--- src/rtl/fir_macc_seq_pkg.sv ---
// rtl/fir_macc_seq_pkg.sv - shared constants, FSM state type and width helper for fir_macc_seq
package fir_macc_seq_pkg;

  localparam int MACC_LAT_DEF = 3;

  // bit positions inside macc_ce = {c,b,a}
  localparam int CE_A = 0;
  localparam int CE_B = 1;
  localparam int CE_C = 2;

  typedef enum logic [1:0] {
    IDLE,
    ISSUE,
    DRAIN,
    OUT
  } fir_state_t;

  function automatic int out_w(input int s);
    return 48 - s;
  endfunction

endpackage

--- src/rtl/fir_sample_ring.sv ---
// rtl/fir_sample_ring.sv - circular sample history with saturating fill and zero-if-unfilled registered read
module fir_sample_ring #(
  parameter int N_TAPS = 16,
  parameter int CW     = $clog2(N_TAPS)
) (
  input  logic          clock,
  input  logic          reset,
  input  logic          wr_en,
  input  logic [24:0]   wr_data,
  input  logic [CW-1:0] rd_off,
  output logic [24:0]   rd_data
);

  logic [24:0]   mem [N_TAPS];
  logic [CW-1:0] wptr;
  logic [CW:0]   fill;
  logic [CW-1:0] rd_idx;

  // newest sample sits one slot behind wptr; offsets count back in time
  assign rd_idx = wptr - CW'(1) - rd_off;

  always_ff @(posedge clock) begin
    if (wr_en) mem[wptr] <= wr_data;
  end

  always_ff @(posedge clock) begin
    if (reset) begin
      wptr    <= '0;
      fill    <= '0;
      rd_data <= '0;
    end else begin
      if (wr_en) begin
        wptr <= wptr + CW'(1);
        if (fill != (CW+1)'(N_TAPS)) fill <= fill + (CW+1)'(1);
      end
      rd_data <= ({1'b0, rd_off} < fill) ? mem[rd_idx] : '0;
    end
  end

endmodule

--- src/rtl/fir_macc_seq.sv ---
// rtl/fir_macc_seq.sv - time-multiplexed FIR controller driving an external single-DSP macc
module fir_macc_seq
  import fir_macc_seq_pkg::*;
#(
  parameter int          N_TAPS   = 16,
  parameter int          CW       = $clog2(N_TAPS),
  parameter int          S        = 0,
  parameter int          MACC_LAT = MACC_LAT_DEF,
  parameter int          R_LAG    = 1,
  parameter logic [47:0] ROUND    = 48'd0
) (
  input  logic                clock,
  input  logic                reset,
  input  logic                in_valid,
  output logic                in_ready,
  input  logic [24:0]         in_data,
  output logic [CW-1:0]       coef_addr,
  input  logic [17:0]         coef_data,
  output logic [24:0]         macc_a,
  output logic [17:0]         macc_b,
  output logic [47:0]         macc_c,
  output logic [2:0]          macc_ce,
  output logic                macc_r,
  input  logic [out_w(S)-1:0] macc_p,
  output logic                out_valid,
  output logic [out_w(S)-1:0] out_data
);

  localparam logic [15:0] ISSUE_END = 16'(N_TAPS);
  localparam logic [15:0] CAP_STEP  = 16'(N_TAPS + MACC_LAT + 1);
  localparam logic [15:0] R_STEP    = 16'(R_LAG + 1);
  localparam logic [2:0]  CE_ALL    = 3'((1 << CE_A) | (1 << CE_B) | (1 << CE_C));

  fir_state_t  state;
  logic [15:0] step;
  logic        tap_v;
  logic        accept;
  logic [24:0] ring_data;

  // OUT hands back to IDLE in the same cycle, so it already accepts
  assign in_ready = ~reset & ((state == IDLE) | (state == OUT));
  assign accept   = in_valid & in_ready;
  assign macc_c   = ROUND;
  assign macc_ce  = CE_ALL;
  assign macc_a   = tap_v ? ring_data : '0;
  assign macc_b   = tap_v ? coef_data : '0;

  fir_sample_ring #(
    .N_TAPS(N_TAPS),
    .CW    (CW)
  ) u_ring (
    .clock  (clock),
    .reset  (reset),
    .wr_en  (accept),
    .wr_data(in_data),
    .rd_off (coef_addr),
    .rd_data(ring_data)
  );

  // step counts cycles since the accept cycle; every later event is keyed off it
  always_ff @(posedge clock) begin
    if (reset) begin
      state     <= IDLE;
      step      <= '0;
      coef_addr <= '0;
      tap_v     <= 1'b0;
      macc_r    <= 1'b0;
      out_valid <= 1'b0;
      out_data  <= '0;
    end else begin
      tap_v     <= (state == ISSUE);
      macc_r    <= (state == ISSUE) && (step == R_STEP);
      coef_addr <= (state == ISSUE) ? coef_addr + CW'(1) : '0;
      out_valid <= 1'b0;
      step      <= step + 16'd1;
      case (state)
        IDLE: begin
          if (accept) begin
            state <= ISSUE;
            step  <= 16'd1;
          end
        end
        ISSUE: begin
          if (step == ISSUE_END) state <= DRAIN;
        end
        DRAIN: begin
          if (step == CAP_STEP) begin
            state     <= OUT;
            out_valid <= 1'b1;
            out_data  <= macc_p;
          end
        end
        OUT: begin
          if (accept) begin
            state <= ISSUE;
            step  <= 16'd1;
          end else begin
            state <= IDLE;
          end
        end
        default: state <= IDLE;
      endcase
    end
  end

endmodule
--- config.mk ---
export PLATFORM = sky130hd
export DESIGN_NAME = fir_macc_seq
export DESIGN_NICKNAME = d
export VERILOG_FILES = /design/src/rtl/fir_macc_seq_pkg.sv /design/src/rtl/fir_sample_ring.sv /design/src/rtl/fir_macc_seq.sv
export SDC_FILE = /design/constraint.sdc
export NUM_CORES = 1
export LEC_CHECK = 0
export CAP_MARGIN = 20
export CORE_MARGIN = 2
export CORE_UTILIZATION = 41
export CTS_CLUSTER_DIAMETER = 150
export DETAILED_ROUTE_END_ITERATION = 10
export GPL_TIMING_DRIVEN = 0
export PLACE_DENSITY = 0.61
export SLEW_MARGIN = 20
export SYNTH_ARGS = -nofsm -noshare
export SYNTH_HDL_FRONTEND = slang
export SYNTH_HIERARCHICAL = 1
export SYNTH_SLANG_ARGS = --single-unit
--- constraint.sdc ---
create_clock -name clock -period 2.6 [get_ports clock]
set_input_delay 0.52 -clock clock [delete_from_list [all_inputs] [get_ports clock]]
set_output_delay 0.52 -clock clock [all_outputs]
set_load 0.01 [all_outputs]
## Word level (Yosys, flattened, before mapping)

Memory sizes are Yosys's and may differ from the RTL's. A register that Yosys moved wholly into a read port is not among the register bits.
Cells that the tools add are included.

- RAM bits: 400
- Output and inout bits: 149
- Register bits after elaboration: 82
- Memories kept: 1
- Input port bits: 94

- Equal/unequal tests: 10
- Reduce and logical (&&, ||, !) cells: 9
- Muxes and demuxes: 12
- $lt $le $gt $ge: 1
- $add $sub $neg: 6
- Bitwise logic cells: 7

Memory list:

| name | words | bits a word | rd ports | clocked after memory_dff | write ports | line | source |
|---|---|---|---|---|---|---|---|
| u_ring.mem | 16 | 25 | 1 | 1 | 1 | fir_sample_ring.sv:14 | `logic [24:0] mem [N_TAPS];` |

Operators with widths:

| cell | count |
|---|---|
| 16-bit by 5-bit == test with 1-bit output (second input constant) | 2 |
| 16-bit two-way mux | 2 |
| 25-bit two-way mux | 1 |
| 18-bit two-way mux | 1 |
| 16-bit by 1-bit adder with 16-bit output (second input constant) | 1 |
| 16-bit by 2-bit == test with 1-bit output (second input constant) | 1 |
| 4-bit by 1-bit adder with 4-bit output (second input constant) | 2 |
| 2-bit one-hot mux with 4 select lines | 1 |
| 2-bit OR reduction | 4 |
| 2-bit two-way mux | 3 |
| 5-bit by 1-bit adder with 5-bit output (second input constant) | 1 |
| 4-bit by 5-bit < comparator with 1-bit output | 1 |
| 5-bit != test (second input constant) | 1 |
| 2-bit == test (second input constant) | 2 |
| 1-bit two-way mux | 4 |
| 2-bit != test (second input constant) | 2 |
| 1-bit NOT | 4 |
| 2-bit AND reduction | 2 |
| 4-bit by 1-bit subtractor with 4-bit output (second input constant) | 1 |
| 4-bit subtractor | 1 |
| 3-bit AND reduction | 1 |
| 1-bit AND | 2 |
| 2-bit by 1-bit == test with 1-bit output (second input constant) | 1 |
| 2-bit zero test | 1 |
| other kinds (3) | 3 |

## Depth between registers and ports, before layout

Gate-level depths: netlist (run 1).

- Depth after elaboration: 6
- Mapped depth: 11
- Depth with buffers taken out: 9

## Cells and area by module

Netlist (run 1), hierarchy kept.

By module, submodules not included:

| module | area an instance (µm²) | seq. area each (µm²) | cells an instance | times used |
|---|---|---|---|---|
| fir_sample_ring | 17226.5 | 12692.2 | 1059 | 1 |
| fir_macc_seq | 3582.2 | 1461.4 | 442 | 1 |

## Least setup slack after synthesis (run 1)

No wires, ideal clock.

- Path kind: flip-flop to flip-flop
- Start: reg state[0]
- End: mem u_ring.mem[10][0] (enable)
- Stages on the path, launching flop included: 10
- Library setup time: 384 ps
- Data arrival time: 2406 ps
- Clock period less this slack: 2790 ps
- Path buffers: 1
- Data required time: 2216 ps
- Slack: -190 ps
- Path through: dfxtp_1 > inv_1 > ha_1 > nor2_1 > nand2_1 > inv_1 > clkbuf_1 > nand2_1 > nor2_1 > and2_1

- Longest elaborated chain between the ends: 6
- Elaborated cells between the ends (all ways): 7

RTL lines:

| element | line | source |
|---|---|---|
| start: declaration | fir_macc_seq.sv:34 | `fir_state_t state;` |
| start signal: assignment | fir_macc_seq.sv:63 | `state <= IDLE;` |
| start signal: assignment | fir_macc_seq.sv:79 | `state <= ISSUE;` |
| start signal: assignment | fir_macc_seq.sv:84 | `if (step == ISSUE_END) state <= DRAIN;` |
| 2-bit == test or 2-bit zero test (tied branches) | fir_macc_seq.sv:41 | `assign in_ready = ~reset & ((state == IDLE) \| (state == OUT));` |
| 1-bit OR * | fir_macc_seq.sv:41 |  |
| 1-bit AND * | fir_macc_seq.sv:41 |  |
| named net in_ready | fir_macc_seq.sv:15 | `output logic in_ready,` |
| 1-bit AND * | fir_macc_seq.sv:42 | `assign accept = in_valid & in_ready;` |
| named net accept | fir_macc_seq.sv:37 | `logic accept;` |
| 1-bit two-way mux * | fir_sample_ring.sv:23 | `if (wr_en) mem[wptr] <= wr_data;` |
| 1-bit two-way mux (not written as such) * | fir_sample_ring.sv:23 |  |
| end: declaration | fir_sample_ring.sv:14 |  |

The timed path passes the listed nets; every way through them passes the cells marked *.

## Worst setup path in the final report (run 1)

- Start: reg coef_addr[0]
- End: reg u_ring.rd_data[18] (read register of u_ring.mem)

- Longest elaborated chain between the ends: 3
- Elaborated cells between the ends (all ways): 4

RTL lines:

| element | line | source |
|---|---|---|
| start: declaration | fir_macc_seq.sv:17 | `output logic [CW-1:0] coef_addr,` |
| start signal: assignment | fir_macc_seq.sv:73 | `coef_addr <= (state == ISSUE) ? coef_addr + CW'(1) : '0;` |
| 4-bit by 5-bit < comparator with 1-bit output | fir_sample_ring.sv:36 | `rd_data <= ({1'b0, rd_off} < fill) ? mem[rd_idx] : '0;` |
| 1-bit NOT (no line) | n/a |  |
| 2-bit OR reduction (no line) | n/a |  |
| end: declaration | fir_sample_ring.sv:11 | `output logic [24:0] rd_data` |

Several ways; a longest one is shown, not always the timed one.
A chain may end at the register's enable or synchronous reset.

==> run metrics, run 1 <==
Clock Skews=25.2 ps; Antenna Nets Post-Route=0; per-cell routed wire length=23.0 µm; full die area=52600 µm²; crit path DAT=around 3000 ps; drc violations=0; Final Hold Vio Count=0; complex-gate fraction of the synthesized area=0.0337; Primary FF master, synth=edfxtp_1; fin nets=about 2000; sequential cell area fraction in the yosys report=0.680; Finished Layout Cells=2556; Hold Buf Count CTS=0; unrepaired setup endpoints after global routing=true; Slew @ Worst Pin=approximately 900 ps; Fill cells=~4200; clk root buf=clkbuf_16; DRT Pass-1 Iters=5; Vias=roughly 14000; Top-Level Pins=roughly 240; CTS Buf Count=54; Worst Setup SP=coef_addr[0]$_SDFF_PP0_; First DRT Iteration DRCs=~1100; gr usage total=0.219; H-tree levels=2; Rel. slew slack=0.417; pre-CTS setup slack=-1070 ps; Synth cell types=between 50 and 60; Final Setup Violations=0; Ys Warns=6; WHS=approximately 450 ps; main combinational cell family by area after synthesis=simple AND/OR/NAND/NOR gates; Routed WL=58800 µm; max-slew violations=0; Setup TNS=0 ps; Peak VDD IR=between 0.5 and 0.6 mV; Die X=around 230 µm; synthesized area per cell=roughly 14 µm²; Final Cycle Share=0.986; max cap viols=0; ys async rst share=0; clk_lat worst skew=about 610 ps; # placed instances=around 2400; Tot Pwr=about 23 mW; crit path launch type=flip-flop; Synth Register Bits=507; CP required=3080 ps; Post-Synth Adder-Cell Area=0.0130; RD Place Congestion=slightly below 0.8; critical hold path startpoint=out_data[46]$_SDFFE_PP0P_; Cell Pwr Density=872 nW/µm²; Reg clk slew, reported paths=roughly 60 ps; Min-Delay Path Class=reg -> reg; crit end category=flip-flop; fin worst setup slack=about 35 ps; pin count of the biggest net entering global routing=17; CTS tree=built; Cell Rows=just over 80; Post-synth EDFFs=400; Core Region=~50000 µm²; CP max FO=10; CTS Buffer Depth=3; run status=completed; Post-Route Utilization=0.531; Via density=roughly 5.4; Post-Syn Area=around 21000 µm²; Layout area overhead=27.9%; die extent in y=229 µm; CTS sink count=about 500; vias in the first global route=13700; critical path class=reg -> reg; Placed Area=between 20000 and 25000 µm²; initial antenna violation count=1; antenna diode count=0; post-route cell area=approximately 27000 µm²; multiplexer area fraction after synthesis=0.0979; GRT Residual Overflow=0; crit path time final=2560 ps; first-pass GRT wire length=85700 µm; Post-Synth Simple-Gate Area=0.120; Initial Utilization=0.415; Max Fclk=a little under 0.4 GHz; Lkg Pwr=9.07 nW; Post-Syn Instances=around 1500; leading cell types in the layout, fill and taps excluded=edfxtp_1, nand3_1, mux2i_1, clkdlybuf4s50_1, dfxtp_1; HPWL after DPL=~36000 µm; post-synthesis xor/xnor area fraction=0.0117; fraction of layout cells with a size suffix above 1=0.178; most common cell after layout, fill and taps aside=edfxtp_1; R2R Path Start=coef_addr[0]$_SDFF_PP0_; count of buffers from port buffering=approximately 190
-- final cells by class --
type	instances	area (µm²)	share of cell area
Tap cell	672	841	0.0316
Multi-Input combinational cell	892	6160	0.231
Buffer	141	1030	0.0389
Inverter	21	78.8	0.00296
Sequential cell	507	14200	0.532
Clock inverter	28	310	0.0117
Timing Repair Buffer	223	2520	0.0946
Clock buffer	72	1510	0.0567
-- final timing paths --
check,slack [ps],endpoint,cells after the start
min reg2reg,450,out_data[46]$_SDFFE_PP0P_,2
min,450,out_data[46]$_SDFFE_PP0P_,2
max reg2reg,40,u_ring/rd_data[18]$_SDFF_PP0_,8
max,40,u_ring/rd_data[18]$_SDFF_PP0_,8
-- synth_stat cells (all sizes together) (25+ instances only) --
library cell,count,share of area
edfxtp,400,0.58
nand2,112,0.021
and2,62,0.019
mux2i,199,0.096
clkbuf,42,0.0076
nand3,206,0.050
nand4,56,0.017
buf,101,0.032
dfxtp,107,0.10
nor2,36,0.0065
a21oi,51,0.014
o22ai,25,0.014
-- cells by family (layout without fill, tap and decap cells) --
| family | after synthesis | count (layout) |
|---|---|---|
| compound gates | 91 | 91 |
| xor+xnor | 26 | 26 |
| fa+ha+maj | 21 | 21 |
| buf+inv | 164 | 485 |
| flops | 507 | 507 |
| mux | 201 | 201 |
| other cells | 2 | 51 |
| simple gates | 489 | 502 |
-- worst max-delay path: stages (launching register included) --
cell and delay [ps]:
dfxtp_2 390, inv_1 70, ha_1 350, inv_2 170, clkbuf_1 550, clkbuf_2 470
nand3_1 120, nand4_1 200, o22ai_2 100
-- routing by layer --
metal	global-route usage	up-vias	wire length (µm)
met5	0	-	13
met4	0.0775	2	1740
met3	0.0478	105	4810
met2	0.358	588	28200
met1	0.289	6831	24100
li1	-	6151	-
-- registers in the layout (all words and copies together) (netlist names) --
signal,count
out_valid,1
tap_v,1
coef_addr,4
u_ring/mem,400
u_ring/rd_data,25
u_ring/fill,5
u_ring/wptr,4
step,16
macc_r,1
state,2
out_data,48
-- what timing repair did --
action	CTS	global route
setup buffers	16	6
gates resized for setup	104	33
pin swaps	16	5
cloned	10	5
endpoints found under the setup margin	347	237
-- power breakdown --
group | switching (mW) | internal, mW
Combinational | 3.90 | 2.37
Clock | 3.18 | 4.66
Sequential | 0.112 | 8.99
Note: power is estimated with default switching activity, not from simulation.
==> inputs of run 2 (changes only) <==
- CTS_BUF_LIST: default -> sky130_fd_sc_hd__clkbuf_4 sky130_fd_sc_hd__clkbuf_8 sky130_fd_sc_hd__clkbuf_16
==> run 2 against run 1 <==
Effect of this change: final area down 0.16%; first-iteration DRC count rose by 1.9%; wire length fell by 0.61%; clock skew grew 1.7 ps; via count shrank 0.17%; maximum frequency increased by 1.8%; global-route usage fell by 0.13 points; sequential cell count unchanged; utilization shrank 0.087 points.
==> run metrics, run 2 (synthesis results as in run 1) <==
crit-path max cell delay=between 500 and 600 ps; crit path time final=2520 ps; unrepaired setup endpoints after global routing=true; CP bufs+invs=2; clk root buf=clkbuf_16; CTS tree=built; Die X=229 µm; Layout area overhead=27.7%; drc violations=0; crit path DAT=roughly 2000 ps; most flop-heavy register=u_ring/mem; Final Hold Vio Count=0; First DRT Iteration DRCs=1115; Top Usage Layer GRT=met2; Max Fclk=about 0.40 GHz; # placed instances=around 2400; full die area=52600 µm²; GRT Residual Overflow=0; Core Region=50200 µm²; Final Setup Violations=0; Lkg Pwr=between 9 and 10 nW; Antenna Nets Post-Route=0; Placed Area=24000 µm²; critical path depth in cells=3; Vias=13700; Cell Pwr Density=873 nW/µm²; critical path's top delay family=buffers and inverters; gr usage total=0.218; HPWL after DPL=35600 µm; run status=completed; Reg clk slew, reported paths=~60 ps; Min-Delay Path Class=reg -> reg; fraction of layout cells with a size suffix above 1=0.181; leading cell types in the layout, fill and taps excluded=edfxtp_1, nand3_1, mux2i_1, clkdlybuf4s50_1, dfxtp_1; first-pass GRT wire length=85200 µm; RD Place Congestion=roughly 0.8; Rel. slew slack=0.408; Top-Level Pins=approximately 240; CTS sink count=just over 500; Finished Layout Cells=2554; fin nets=between 1500 and 2000; Cell Rows=about 80; GR Layer Usage met3=0.0509; multi-input logic area=between 6000 and 7000 µm²; count of buffers from port buffering=around 190; FF+latch area=14200 µm²; DRT Pass-1 Iters=5; GRT met1 Usage=0.284; max-slew violations=0; crit end category=output pin; H-tree levels=2; max cap viols=0; Tot Pwr=between 20 and 25 mW; Routed WL=between 50000 and 60000 µm; Post-Route Utilization=0.530; Peak VDD IR=approximately 0.55 mV; pin count of the biggest net entering global routing=17; per-cell routed wire length=roughly 23 µm; Fill cells=around 4200; crit path launch type=flip-flop; antenna diode count=0; Slew @ Worst Pin=around 890 ps; Initial Utilization=0.415; critical path class=reg -> out; CP max FO=10; Setup TNS=0 ps; Slowest-stage cell, CP=clkdlybuf4s50_1; CTS Buf Count=54; routing usage on met2=0.359; most common cell after layout, fill and taps aside=edfxtp_1; Clock Skews=26.9 ps; Via density=approximately 5.3; initial antenna violation count=1; CP required=~2100 ps; Final Cycle Share=0.969; die extent in y=between 200 and 250 µm; biggest regs=u_ring/mem (400), out_data (48), u_ring/rd_data (25); post-route cell area=approximately 27000 µm²; CTS Buffer Depth=3; crit-path cells=buf_4 -> and2_1 -> clkdlybuf4s50_1; clk_lat worst skew=610 ps; max reg flops=400; hold path depth=2; FF-to-FF path depth=10; vias in the first global route=~14000
[run 2: worst register-to-register path, delay by kind of cell (launching register included)]
family	cells	cell delay, ps
flip-flops	1	350
buffers and inverters	4	610
adder cells (fa/ha/maj)	2	620
XOR/XNOR	1	270
AO/OA/AOI/OAI	1	130
AND/OR/NAND/NOR	2	410
[run 2: area by class of cell]
cell class              instances  area share
plain buffers                 141      0.0389
clock buffers                  72      0.0581
clock inverters                28      0.0117
inverters                      21     0.00297
multi-input cells             892       0.231
flip-flops and latches        507       0.533
well taps                     672      0.0316
repair buffers                221      0.0924
[run 2: where the power goes]
part | internal [mW] | switching (mW) | total [mW]
clock network | 4.76 | 3.17 | 7.93
logic | 2.31 | 3.87 | 6.19
registers | 8.99 | 0.113 | 9.10
[run 2: worst paths after layout]
check	from	to	slack, ps
worst max-delay path	tap_v$_SDFF_PP0_	macc_a[12]	80
worst min-delay path	out_data[46]$_SDFFE_PP0P_	out_data[46]$_SDFFE_PP0P_	450
worst max register to register	coef_addr[0]$_SDFF_PP0_	u_ring/rd_data[7]$_SDFF_PP0_	90
worst min register to register	out_data[46]$_SDFFE_PP0P_	out_data[46]$_SDFFE_PP0P_	450
[run 2: timing repair]
| action | CTS | global route |
|---|---|---|
| buffers inserted | 16 | 5 |
| cloned | 10 | 4 |
| pin swaps | 17 | 4 |
| resized for setup | 104 | 30 |
| hold buffers | 0 | 0 |
| endpoints found under the setup margin | 347 | 224 |
[run 2: per-layer routing]
| metal | up-vias | share of wire |
|---|---|---|
| met4 | 2 | 0.028 |
| li1 | 6141 | - |
| met2 | 558 | 0.48 |
| met1 | 6848 | 0.41 |
| met5 | - | 0.00022 |
| met3 | 105 | 0.081 |
[run 2: per-stage QoR]
| step | setup WS, ps | hold slack (ps) |
|---|---|---|
| final | 80.4 | 449 |
| after global routing | -23.4 | 456 |
| after CTS | -102 | 446 |
| after detailed placement | -1070 | 445 |
| after global placement | -1280 | 437 |
| after floorplan | 36.8 | 476 |
==> inputs of run 3 (changes only) <==
- HOLD_SLACK_MARGIN: default -> 0.12
- clock period: 2.6 -> 2.1 ns (I/O delays scaled with it)
==> run 3 against run 2 <==
Effect of this change: the flow now finishes with violations (setup timing); non-clock buffer count up 68; die area unchanged; clock power up 27%; combinational power up 52%; first-iteration DRC count up 25%; global-route usage up 1.9 points; critical path depth up 8; critical path type is now reg -> reg; critical endpoint is now u_ring/rd_data[6]$_SDFF_PP0_; largest cell class unchanged.
==> run metrics, run 3 (synthesis results as in run 1) <==
clk_lat worst skew=approximately 600 ps; CTS sink count=between 500 and 600; max cap viols=0; crit-path max cell delay=between 500 and 600 ps; Sw Pwr=~9.4 mW; first-pass GRT wire length=92300 µm; pre-CTS setup slack=-910 ps; Placed Area=23900 µm²; CP required=2540 ps; Reg clk slew, reported paths=~60 ps; leading cell types in the layout, fill and taps excluded=edfxtp_1, nand3_1, mux2i_1, clkdlybuf4s50_1, nand2_1; crit-path cells=ha_4 -> inv_2 -> fa_2 -> buf_12 -> buf_12 -> buf_12 -> buf_4 -> mux2i_1 -> nand3_1 -> nand4_1 -> o22ai_1; R2R Setup Slk=-350 ps; capturing point of the worst reg2reg path=u_ring/rd_data[6]$_SDFF_PP0_; crit path launch type=flip-flop; GRT Residual Overflow=0; H-tree levels=2; Worst Setup SP=u_ring/wptr[0]$_SDFFE_PP0P_; Tot Pwr=30.8 mW; crit path to=u_ring/rd_data[6]$_SDFF_PP0_; Top-Level Pins=between 200 and 250; Lkg Pwr=approximately 9.8 nW; clock share of power=0.328; multi-input logic area=6350 µm²; switching power share of the total=0.307; Antenna Nets Post-Route=0; Reg power frac=0.366; Layout area overhead=33.8%; CTS Buffer Depth=3; initial antenna violation count=2; critical path class=reg -> reg; Setup TNS=-6440 ps; CTS Buf Count=between 50 and 60; Min-Delay Path Class=in -> reg; Routed WL=between 60000 and 70000 µm; CP max FO=8; FF-to-FF path depth=11; # placed instances=about 2400; full die area=roughly 53000 µm²; gr usage total=0.237; Clock Skews=23.7 ps; drc violations=0; Cell Rows=82; Finished Layout Cells=~2600; FF+latch area=approximately 14000 µm²; run status=finished, violations left; Via density=between 5 and 6; Core Region=around 50000 µm²; Crit path top cell by count=buf_12; Slew @ Worst Pin=891 ps; fin worst setup slack=-353 ps; CP bufs+invs=5; Peak VDD IR=roughly 0.67 mV; most flop-heavy register=u_ring/mem; crit path time final=2450 ps; CTS tree=built; Initial Utilization=0.415; fraction of layout cells with a size suffix above 1=0.248; Die X=about 230 µm; Final Hold Vio Count=0; biggest regs=u_ring/mem (400), out_data (48), u_ring/rd_data (25); most common cell after layout, fill and taps aside=edfxtp_1; count of buffers from port buffering=191; HPWL after DPL=about 35000 µm; First DRT Iteration DRCs=1399; crit end category=flip-flop; RD Place Congestion=about 0.79; pin count of the biggest net entering global routing=17; hold path depth=3; post-route cell area=~28000 µm²; Fill cells=roughly 4000; crit path DAT=2890 ps; critical path's top delay family=adder cells; die extent in y=~230 µm; Cell Pwr Density=about 1100 nW/µm²; max reg flops=400; Max Fclk=approximately 0.41 GHz; vias in the first global route=between 10000 and 15000; Rel. slew slack=0.406; Gate power share=0.306; WHS=approximately 380 ps; violated checks=setup timing; unrepaired setup endpoints after global routing=true; clk root buf=clkbuf_16; Post-Route Utilization=0.555; R2R Path Start=u_ring/wptr[0]$_SDFFE_PP0P_; Slowest-stage cell, CP=fa_2; Final Setup Violations=27; fin nets=2029; Final Cycle Share=1.17; critical path depth in cells=11; max-slew violations=0; Int Power=roughly 21 mW; Hold Buf Count CTS=0; per-cell routed wire length=between 20 and 25 µm; DRT Pass-1 Iters=5; Vias=14400
==> run 3: worst register-to-register path, cell delays in order (launching register included) <==
cell and delay (ps):
dfxtp_4 390, ha_4 150, inv_2 30, fa_2 540
buf_12 140, buf_12 160, buf_12 140, buf_4 110
mux2i_1 210, nand3_1 130, nand4_1 170, o22ai_1 130
==> run 3: metal layers <==
| metal | vias to the layer above | share of wire | track usage |
|---|---|---|---|
| met4 | 2 | 0.040 | 0.0877 |
| met5 | - | 0.00020 | 0 |
| met2 | 795 | 0.46 | 0.379 |
| li1 | 6325 | - | - |
| met3 | 162 | 0.11 | 0.0574 |
| met1 | 7076 | 0.39 | 0.313 |
==> run 3: layout make-up <==
cell class	instances	area share
diodes	1	0.0000899
plain buffers	141	0.0457
clock buffers	72	0.0537
clock inverters	25	0.0136
inverters	21	0.00292
multi-input cells	901	0.228
flip-flops and latches	507	0.509
well taps	672	0.0302
repair buffers	289	0.116
==> run 3: timing repair <==
action | CTS | global route
pin swaps | 48 | 43
gates cloned | 29 | 10
buffers inserted | 75 | 8
endpoints found under the setup margin | 470 | 287
resized for setup | 283 | 79
==> run 3: worst min-delay path by stage <==
stage                                          from                        end
after floorplan             coef_addr[0]$_SDFF_PP0_    coef_addr[0]$_SDFF_PP0_
after global placement     out_data[3]$_SDFFE_PP0P_   out_data[3]$_SDFFE_PP0P_
after detailed placement  out_data[34]$_SDFFE_PP0P_  out_data[34]$_SDFFE_PP0P_
after CTS                                macc_p[41]  out_data[41]$_SDFFE_PP0P_
after global routing                     macc_p[19]  out_data[19]$_SDFFE_PP0P_
final                                    macc_p[20]  out_data[20]$_SDFFE_PP0P_
==> run 3: power by group through the flow <==
stage | Combinational, mW | Sequential [mW] | Clock, mW
2_1_floorplan | 4.55 | 11.4 | 0
3_3_place_gp | 7.01 | 11.5 | 0
3_5_place_dp | 7.11 | 11.5 | 0
4_1_cts | 8.81 | 11.2 | 10.2
5_1_grt | 9.76 | 11.3 | 10.6
6_report | 9.41 | 11.3 | 10.1
